### src/rtl/fifo_pkg.sv
// Shared encodings for the FIFO write-port arbiter: FIFO level codes, FSM states
// and the per-cycle write-permission rule derived from the FIFO level.
package fifo_pkg;

  typedef enum logic [2:0] {
    ST_EMPTY = 3'd0,
    ST_3Q    = 3'd1,
    ST_2Q    = 3'd2,
    ST_1Q    = 3'd3,
    ST_0Q    = 3'd4,
    ST_FULL  = 3'd5
  } fifo_status_e;

  typedef enum logic [2:0] {
    IDLE  = 3'b001,
    BURST = 3'b010,
    STALL = 3'b100
  } arb_state_e;

  // At the last free slot only every other cycle may write, so the FIFO level
  // has caught up with the previous write before the next one is issued.
  function automatic logic wr_permit(input logic [2:0] status, input logic wr_q);
    if (status == ST_FULL) return 1'b0;
    if (status == ST_0Q)   return !wr_q;
    return 1'b1;
  endfunction

endpackage

### src/rtl/fifo_wr_arbiter_if.sv
// Requester and FIFO write-port signals of the arbiter; the arbiter uses the
// slave view, the requester/FIFO side uses the master view.
interface fifo_wr_arbiter_if #(
  parameter int WIDTH = 32,
  parameter int NREQ  = 2,
  parameter int IDW   = 3
);
  logic                    arb_en;
  logic [NREQ-1:0]         req_valid;
  logic [NREQ*WIDTH-1:0]   req_data;
  logic [NREQ-1:0]         req_ready;
  logic [2:0]              fifo_status;
  logic                    fifo_wr_en;
  logic [WIDTH-1:0]        fifo_wdata;
  logic [IDW-1:0]          grant_id;
  logic                    stall;

  modport master (
    output arb_en, req_valid, req_data, fifo_status,
    input  req_ready, fifo_wr_en, fifo_wdata, grant_id, stall
  );

  modport slave (
    input  arb_en, req_valid, req_data, fifo_status,
    output req_ready, fifo_wr_en, fifo_wdata, grant_id, stall
  );
endinterface

### src/rtl/rr_pick.sv
// Combinational round-robin finder: first set bit of vld at or above ptr,
// wrapping modulo NREQ.
module rr_pick #(
  parameter int NREQ = 2,
  parameter int IDW  = 3
) (
  input  logic [NREQ-1:0] vld,
  input  logic [IDW-1:0]  ptr,
  output logic [IDW-1:0]  sel,
  output logic            any
);

  logic [NREQ-1:0] rot;
  logic [IDW:0]    sum;
  logic            found;

  always_comb begin
    rot   = NREQ'({vld, vld} >> ptr);
    sel   = '0;
    sum   = '0;
    found = 1'b0;
    for (int k = 0; k < NREQ; k++) begin
      if (!found && rot[k]) begin
        found = 1'b1;
        sum   = {1'b0, ptr} + (IDW+1)'(k);
        if (sum >= (IDW+1)'(NREQ)) sum = sum - (IDW+1)'(NREQ);
        sel   = sum[IDW-1:0];
      end
    end
  end

  assign any = |vld;

endmodule

### src/rtl/fifo_wr_arbiter.sv
// Shares one FIFO write port among NREQ requesters, each behind a 1-deep holding
// register, with round-robin bursts capped at BURST_MAX and level-based throttling.
module fifo_wr_arbiter
  import fifo_pkg::*;
#(
  parameter int WIDTH     = 32,
  parameter int NREQ      = 2,
  parameter int IDW       = 3,
  parameter int BURST_MAX = 4
) (
  input logic              clk,
  input logic              rst_n,
  fifo_wr_arbiter_if.slave bus
);

  arb_state_e       state_q, state_d;
  logic [NREQ-1:0]  hold_vld_q, hold_vld_d;
  logic [WIDTH-1:0] hold_data_q [NREQ];
  logic [WIDTH-1:0] hold_data_d [NREQ];
  logic [IDW-1:0]   rr_ptr_q, rr_ptr_d;
  logic [IDW-1:0]   owner_q, owner_d;
  logic [3:0]       burst_cnt_q, burst_cnt_d;
  logic             fifo_wr_en_q, fifo_wr_en_d;
  logic [WIDTH-1:0] fifo_wdata_q, fifo_wdata_d;
  logic [IDW-1:0]   grant_id_q, grant_id_d;
  logic             stall_q, stall_d;
  logic             rdy_en_q;

  logic [NREQ-1:0]  req_ready, capture, drain;
  logic             ok, full_blk, active, owner_vld, keep, issue, any_vld;
  logic [IDW-1:0]   pick_ptr, sel;
  logic [WIDTH-1:0] sel_data;

  function automatic logic [IDW-1:0] next_idx(input logic [IDW-1:0] p);
    return (p == IDW'(NREQ - 1)) ? '0 : p + 1'b1;
  endfunction

  // Ready stays low through reset and rises on the first clock after release.
  assign req_ready = {NREQ{rdy_en_q}} & ~hold_vld_q;
  assign capture   = bus.req_valid & req_ready;
  assign ok        = wr_permit(bus.fifo_status, fifo_wr_en_q);
  assign full_blk  = (bus.fifo_status == ST_FULL);
  assign active    = (state_q != IDLE);

  always_comb begin
    owner_vld = 1'b0;
    for (int i = 0; i < NREQ; i++) begin
      if (owner_q == IDW'(i)) owner_vld = hold_vld_q[i];
    end
  end

  // Owner keeps priority inside its burst window; otherwise scan from the slot after it.
  assign keep     = active && owner_vld && (burst_cnt_q < 4'(BURST_MAX));
  assign pick_ptr = keep ? owner_q : (active ? next_idx(owner_q) : rr_ptr_q);

  rr_pick #(.NREQ(NREQ), .IDW(IDW)) u_pick (
    .vld (hold_vld_q),
    .ptr (pick_ptr),
    .sel (sel),
    .any (any_vld)
  );

  assign issue = ok && bus.arb_en && any_vld;

  always_comb begin
    sel_data = '0;
    for (int i = 0; i < NREQ; i++) begin
      if (sel == IDW'(i)) sel_data = hold_data_q[i];
    end
  end

  always_comb begin
    for (int i = 0; i < NREQ; i++) begin
      hold_data_d[i] = capture[i] ? bus.req_data[i*WIDTH +: WIDTH] : hold_data_q[i];
    end
  end

  always_comb begin
    state_d      = state_q;
    rr_ptr_d     = rr_ptr_q;
    owner_d      = owner_q;
    burst_cnt_d  = burst_cnt_q;
    fifo_wr_en_d = 1'b0;
    fifo_wdata_d = fifo_wdata_q;
    grant_id_d   = grant_id_q;
    drain        = '0;

    for (int i = 0; i < NREQ; i++) begin
      drain[i] = issue && (sel == IDW'(i));
    end

    if (issue) begin
      fifo_wr_en_d = 1'b1;
      fifo_wdata_d = sel_data;
      grant_id_d   = sel;
      state_d      = BURST;
      if (keep) begin
        burst_cnt_d = burst_cnt_q + 4'd1;
      end else begin
        if (active) rr_ptr_d = next_idx(owner_q);
        owner_d     = sel;
        burst_cnt_d = 4'd1;
      end
    end else if (!bus.arb_en) begin
      state_d     = IDLE;
      burst_cnt_d = '0;
    end else if (!any_vld) begin
      if (active) rr_ptr_d = next_idx(owner_q);
      state_d     = IDLE;
      burst_cnt_d = '0;
    end else if (full_blk) begin
      // Entering from IDLE: nominate the next winner so the resume picks it first.
      if (state_q == IDLE) begin
        owner_d     = sel;
        burst_cnt_d = '0;
      end
      state_d = STALL;
    end

    hold_vld_d = (hold_vld_q | capture) & ~drain;
    stall_d    = (state_d == STALL);
  end

  always_ff @(posedge clk or negedge rst_n) begin
    if (!rst_n) begin
      state_q      <= IDLE;
      hold_vld_q   <= '0;
      rr_ptr_q     <= '0;
      owner_q      <= '0;
      burst_cnt_q  <= '0;
      fifo_wr_en_q <= 1'b0;
      fifo_wdata_q <= '0;
      grant_id_q   <= '0;
      stall_q      <= 1'b0;
      rdy_en_q     <= 1'b0;
    end else begin
      state_q      <= state_d;
      hold_vld_q   <= hold_vld_d;
      rr_ptr_q     <= rr_ptr_d;
      owner_q      <= owner_d;
      burst_cnt_q  <= burst_cnt_d;
      fifo_wr_en_q <= fifo_wr_en_d;
      fifo_wdata_q <= fifo_wdata_d;
      grant_id_q   <= grant_id_d;
      stall_q      <= stall_d;
      rdy_en_q     <= 1'b1;
    end
  end

  always_ff @(posedge clk) begin
    hold_data_q <= hold_data_d;
  end

  assign bus.req_ready  = req_ready;
  assign bus.fifo_wr_en = fifo_wr_en_q;
  assign bus.fifo_wdata = fifo_wdata_q;
  assign bus.grant_id   = grant_id_q;
  assign bus.stall      = stall_q;

endmodule

### src/flat_wrapper.sv
// flat-port wrapper written by rule: the top's interface ports become plain ports
module fifo_wr_arbiter_flat import fifo_pkg::*;
#(
  parameter int WIDTH     = 32,
  parameter int NREQ      = 2,
  parameter int IDW       = 3,
  parameter int BURST_MAX = 4
)
  (clk, rst_n, bus_arb_en, bus_req_valid, bus_req_data, bus_fifo_status, bus_req_ready, bus_fifo_wr_en, bus_fifo_wdata, bus_grant_id, bus_stall);
  fifo_wr_arbiter_if #(.WIDTH(WIDTH), .NREQ(NREQ), .IDW(IDW)) bus_i ();
  input logic clk;
  input logic rst_n;
  input wire logic [$bits(bus_i.arb_en)-1:0] bus_arb_en;
  input wire logic [$bits(bus_i.req_valid)-1:0] bus_req_valid;
  input wire logic [$bits(bus_i.req_data)-1:0] bus_req_data;
  input wire logic [$bits(bus_i.fifo_status)-1:0] bus_fifo_status;
  output wire logic [$bits(bus_i.req_ready)-1:0] bus_req_ready;
  output wire logic [$bits(bus_i.fifo_wr_en)-1:0] bus_fifo_wr_en;
  output wire logic [$bits(bus_i.fifo_wdata)-1:0] bus_fifo_wdata;
  output wire logic [$bits(bus_i.grant_id)-1:0] bus_grant_id;
  output wire logic [$bits(bus_i.stall)-1:0] bus_stall;
  assign bus_i.arb_en = bus_arb_en;
  assign bus_i.req_valid = bus_req_valid;
  assign bus_i.req_data = bus_req_data;
  assign bus_i.fifo_status = bus_fifo_status;
  assign bus_req_ready = bus_i.req_ready;
  assign bus_fifo_wr_en = bus_i.fifo_wr_en;
  assign bus_fifo_wdata = bus_i.fifo_wdata;
  assign bus_grant_id = bus_i.grant_id;
  assign bus_stall = bus_i.stall;
  fifo_wr_arbiter #(.WIDTH(WIDTH), .NREQ(NREQ), .IDW(IDW), .BURST_MAX(BURST_MAX)) u_core (.clk(clk), .rst_n(rst_n), .bus(bus_i));
endmodule
### config.mk
export PLATFORM = sky130hd
export DESIGN_NAME = fifo_wr_arbiter_flat
export DESIGN_NICKNAME = d
export VERILOG_FILES = /design/src/rtl/fifo_pkg.sv /design/src/rtl/fifo_wr_arbiter_if.sv /design/src/rtl/rr_pick.sv /design/src/rtl/fifo_wr_arbiter.sv /design/src/flat_wrapper.sv
export SDC_FILE = /design/constraint.sdc
export NUM_CORES = 1
export LEC_CHECK = 0
export CAP_MARGIN = 10
export CORE_AREA = 5 5 116 96
export DETAILED_ROUTE_END_ITERATION = 8
export DIE_AREA = 0 0 121 101
export GPL_ROUTABILITY_DRIVEN = 0
export HOLD_SLACK_MARGIN = 0.1
export MAX_ROUTING_LAYER = met4
export PLACE_DENSITY = 0.9
export SYNTH_ARGS = -nofsm -noshare
export SYNTH_HDL_FRONTEND = slang
export SYNTH_SLANG_ARGS = --single-unit
export TNS_END_PERCENT = 100
### constraint.sdc
create_clock -name clk -period 3.9 [get_ports clk]
set_input_delay 0.78 -clock clk [delete_from_list [all_inputs] [get_ports clk]]
set_output_delay 0.78 -clock clk [all_outputs]
set_load 0.01 [all_outputs]
==> results by group <==
Outcome
  • Run status: completed

Synth
  • Top flip-flop cell by instance count after synthesis: sky130_fd_sc_hd__edfxtp_1
  • Mapped Nets: 438
  • Average cell area after synthesis: 13.33 µm²
  • Number of different library cells in the post-synthesis netlist: 51
  • Sequential area share after synthesis: 0.6774
  • Post-Synth Adder-Cell Area: 0.01565
  • Post-synth top area cell: sky130_fd_sc_hd__edfxtp_1
  • Register bit total from synthesis: 117
  • Area share of xor/xnor cells in the synthesized design: 0.005477
  • Area share of the largest cell type after synthesis: 0.4006
  • Cell types with the largest area share after synthesis: sky130_fd_sc_hd__edfxtp_1 40%, sky130_fd_sc_hd__dfrtp_1 27%, sky130_fd_sc_hd__mux2i_1 6.9%
  • Share of cell area taken by muxes after synthesis: 0.07355
  • Share of synthesized registers carrying an async set or reset: 0.4530
  • Basic-gate share of the synthesized area counting and, or, nand and nor cells: 0.1069
  • YS warnings: 0
  • Number of enable flip-flop cells after synthesis: 64
  • Instance count of the mapped netlist: 360
  • Area fraction in compound gates after synthesis: 0.09598
  • Post-synth design cell area: 4797 µm²
  • Combinational family with the most area after synthesis: simple AND/OR/NAND/NOR gates

Timing
  • Period utilization: 0.8933
  • Setup TNS: 0 ps
  • RSZ-0062 raised after global routing: false
  • Final setup viols: 0
  • Worst clock skew on the final layout: 8.441 ps
  • Transition time at the pin with the least slew margin: 943.9 ps
  • Fmax: 0.2870 GHz
  • Final max-slew violation count: 0
  • Final-layout worst hold slack: 348.6 ps
  • Rel. slew slack: 0.3707
  • Final count of hold timing violations: 0
  • Shortest clock period the worst path allows after layout: 3484 ps

Floorplanning
  • Die area: 12220 µm²
  • Core Region: 9951 µm²
  • Chip Width: 121 µm
  • Floorplan row count: 33
  • Count of pins on the block boundary: 111
  • Initial core utilization: 0.4821
  • Vertical die dimension: 101 µm

Clocking
  • Number of hold buffers added after cts: 0
  • Clock transition at the registers of the reported paths: 50 ps
  • Max Root-Sink Buffers: 2
  • Post-CTS Resized: 0
  • CTS HTree Levels: 4
  • TritonCTS clock tree: done
  • Library cell used as clock root buffer: sky130_fd_sc_hd__clkbuf_16
  • Total CTS buffers: 17
  • Worst-Skew Late Latency: 400 ps
  • Number of sinks driven by the clock tree: 117
  • Total setup buffers inserted after CTS: 0

Job
  • Max capacitance violation total: 0

Finish
  • Area growth from synthesis to layout: 37.95%
  • Most common cell after layout, fill and taps aside: sky130_fd_sc_hd__clkdlybuf4s50_1
  • Fill cell total of the finished layout: 731
  • Proportion of layout cells with a drive suffix above 1: 0.1163
  • Most used cells in the layout excluding fill and tap cells: 109 x sky130_fd_sc_hd__clkdlybuf4s50_1, 64 x sky130_fd_sc_hd__edfxtp_1, 52 x sky130_fd_sc_hd__dfrtp_1, 43 x sky130_fd_sc_hd__nand2_1, 35 x sky130_fd_sc_hd__o21ai_0
  • Total number of nets in the final design: 555
  • Diodes inserted: 0

Pwr
  • Leak pwr: 2.554 nW
  • Peak ir drop on the vdd network: 0.3591 mV
  • Power Density: 795.0 nW/µm²

Worst setup path
  • End point of the critical path: u_core.bus.fifo_wdata[15]
  • Critical Path Sink Type: register
  • Worst R2R End: u_core.bus.fifo_wdata[15]
  • Logic depth of the worst register-to-register path: 11
  • Setup slack, reg-to-reg: 420 ps
  • Startpoint type of the worst setup path: register
  • Cell mode on critical path: sky130_fd_sc_hd__nor2b_1
  • Launching element of the worst setup path: u_core.state_q[0]
  • Critical path data arrival time: 3790 ps
  • Chain of cells forming the critical path: or3b_1 > a31oi_2 > inv_1 > ha_1 > nor2b_1 > nor2b_1 > mux2i_1 > a31oi_1 > nand3_2 > buf_4 > o21ai_0
  • Critical path class: register to register
  • Required time at the endpoint of the critical path: 4210 ps
  • Critical Path Fanout Max: 19
  • FF-to-FF Start: u_core.state_q[0]
  • Crit path max-delay cell type: sky130_fd_sc_hd__or3b_1
  • CP max stage delay: 640 ps

Global routing
  • Number of global-route vias before repair: 3557
  • Global-route wire length before repair: 17600 µm
  • Antenna violations before repair: 0
  • Congestion Overflow GR: 0
  • Total global-route track usage: 0.1951
  • Maximum number of pins on one net before global-route repair: 38

Routing
  • Number of DRC markers in iteration 0: 170
  • DRC viols: 0
  • Number of iterations in the first detailed-routing pass: 6
  • Via-per-instance ratio: 5.192
  • Routed WL: 11180 µm
  • Count of nets left with antenna violations after detail routing: 0
  • Total vias in the final route: 3271
  • Mean routed wirelength per cell: 17.74 µm

Place
  • Number of port buffers: 110
  • Placed wire-length estimate after detailed placement: 7576 µm

Min path
  • Worst Hold Class: input pin to asynchronous set/reset pin
area by class of cell:
class / count / area, µm² / share of cell area
flip-flops and latches: 117 / 3249 / 0.4910
clock buffers: 19 / 452.9 / 0.06844
multi-input cells: 220 / 1441 / 0.2178
well taps: 140 / 175.2 / 0.02647
repair buffers: 114 / 1126 / 0.1702
clock inverters: 13 / 146.4 / 0.02212
inverters: 7 / 26.28 / 0.003971
worst min-delay path by stage:
| stage | startpoint | endpoint | slack [ps] | cells past startpoint |
|---|---|---|---|---|
| after floorplan | u_core.rr_ptr_q[1] | u_core.rr_ptr_q[1] | 470 | 2 |
| after global routing | rst_n | u_core.bus.fifo_wdata[23] | 380 | 1 |
| final | rst_n | u_core.bus.fifo_wdata[24] | 350 | 1 |
| after detailed placement | u_core.bus.fifo_wdata[4] | u_core.bus.fifo_wdata[4] | 470 | 2 |
| after CTS | rst_n | u_core.bus.fifo_wdata[26] | 360 | 1 |
| after global placement | u_core.bus.fifo_wdata[3] | u_core.bus.fifo_wdata[3] | 460 | 2 |
state kept, by name, indices dropped and copies added (netlist names):
signal / flops
u_core.state_q: 3
u_core.burst_cnt_q: 4
u_core.bus.grant_id: 3
u_core.bus.fifo_wdata: 32
u_core.hold_vld_q: 2
u_core.rdy_en_q: 1
u_core.hold_data_q: 64
u_core.bus.fifo_wr_en: 1
u_core.owner_q: 3
u_core.rr_ptr_q: 3
u_core.bus.stall: 1
per-stage QoR:
step | instance area [µm²] | power [mW] | setup WS (ps) | std cells | util
floorplan | 4797 | 3.005 | 1286 | 360 | -
global placement | 6018 | 3.635 | 721.0 | 598 | 0.6048
detailed placement | 6018 | 3.726 | 457.7 | 598 | 0.6048
CTS | 6618 | 5.287 | 462.3 | 630 | 0.6650
global route | 6618 | 5.547 | 138.6 | 630 | 0.6650
finish | 6618 | 5.261 | 416.0 | 630 | 0.6650
synthesized netlist by cell type (3+ instances only):
master                     number
sky130_fd_sc_hd__buf_4          4
sky130_fd_sc_hd__nor2_1        19
sky130_fd_sc_hd__nor3b_1        4
sky130_fd_sc_hd__nand3_1        7
sky130_fd_sc_hd__nor2b_1        6
sky130_fd_sc_hd__a21oi_1        6
sky130_fd_sc_hd__edfxtp_1      64
sky130_fd_sc_hd__inv_1          6
sky130_fd_sc_hd__clkbuf_1       7
sky130_fd_sc_hd__ha_1           6
sky130_fd_sc_hd__o21ai_0       35
sky130_fd_sc_hd__mux2i_1       33
sky130_fd_sc_hd__and2_1         4
sky130_fd_sc_hd__nor3_1         4
sky130_fd_sc_hd__nand2_1       43
sky130_fd_sc_hd__xnor2_1        3
sky130_fd_sc_hd__a31oi_1        7
sky130_fd_sc_hd__o21ai_1        7
sky130_fd_sc_hd__nand3b_1       3
sky130_fd_sc_hd__dfrtp_1       52
report_power, final:
group	switching (mW)	total (mW)	internal [mW]	leakage (nW)
Clock	0.551	1.53	0.980	0.279
Sequential	0.218	1.83	1.62	1.25
Combinational	0.999	1.90	0.897	1.02
metal layers:
| layer | GRT usage | wire length [µm] | up-vias |
|---|---|---|---|
| met5 | - | 0 | - |
| met4 | 0.06794 | 122 | 0 |
| met3 | 0.06004 | 616 | 17 |
| met2 | 0.3258 | 5794 | 131 |
| met1 | 0.2250 | 4642 | 1583 |
| li1 | - | - | 1540 |
cells by family after synthesis:
family,after synthesis
DFF,117
and+or+nand+nor,102
AOI/OAI and AO/OA,73
muxes,35
buffers and inverters,23
adders and majority gates,6
xor gates and xnor gates,3
other,1
worst max-delay path: cells and delay by family (launching register included):
family / cells / cell delay, ps
mux: 1 / 80
compound gates: 3 / 820
buf+inv: 2 / 460
simple gates: 4 / 1240
flops: 1 / 560
fa+ha+maj: 1 / 210
Power figures use the tool's default switching activity.
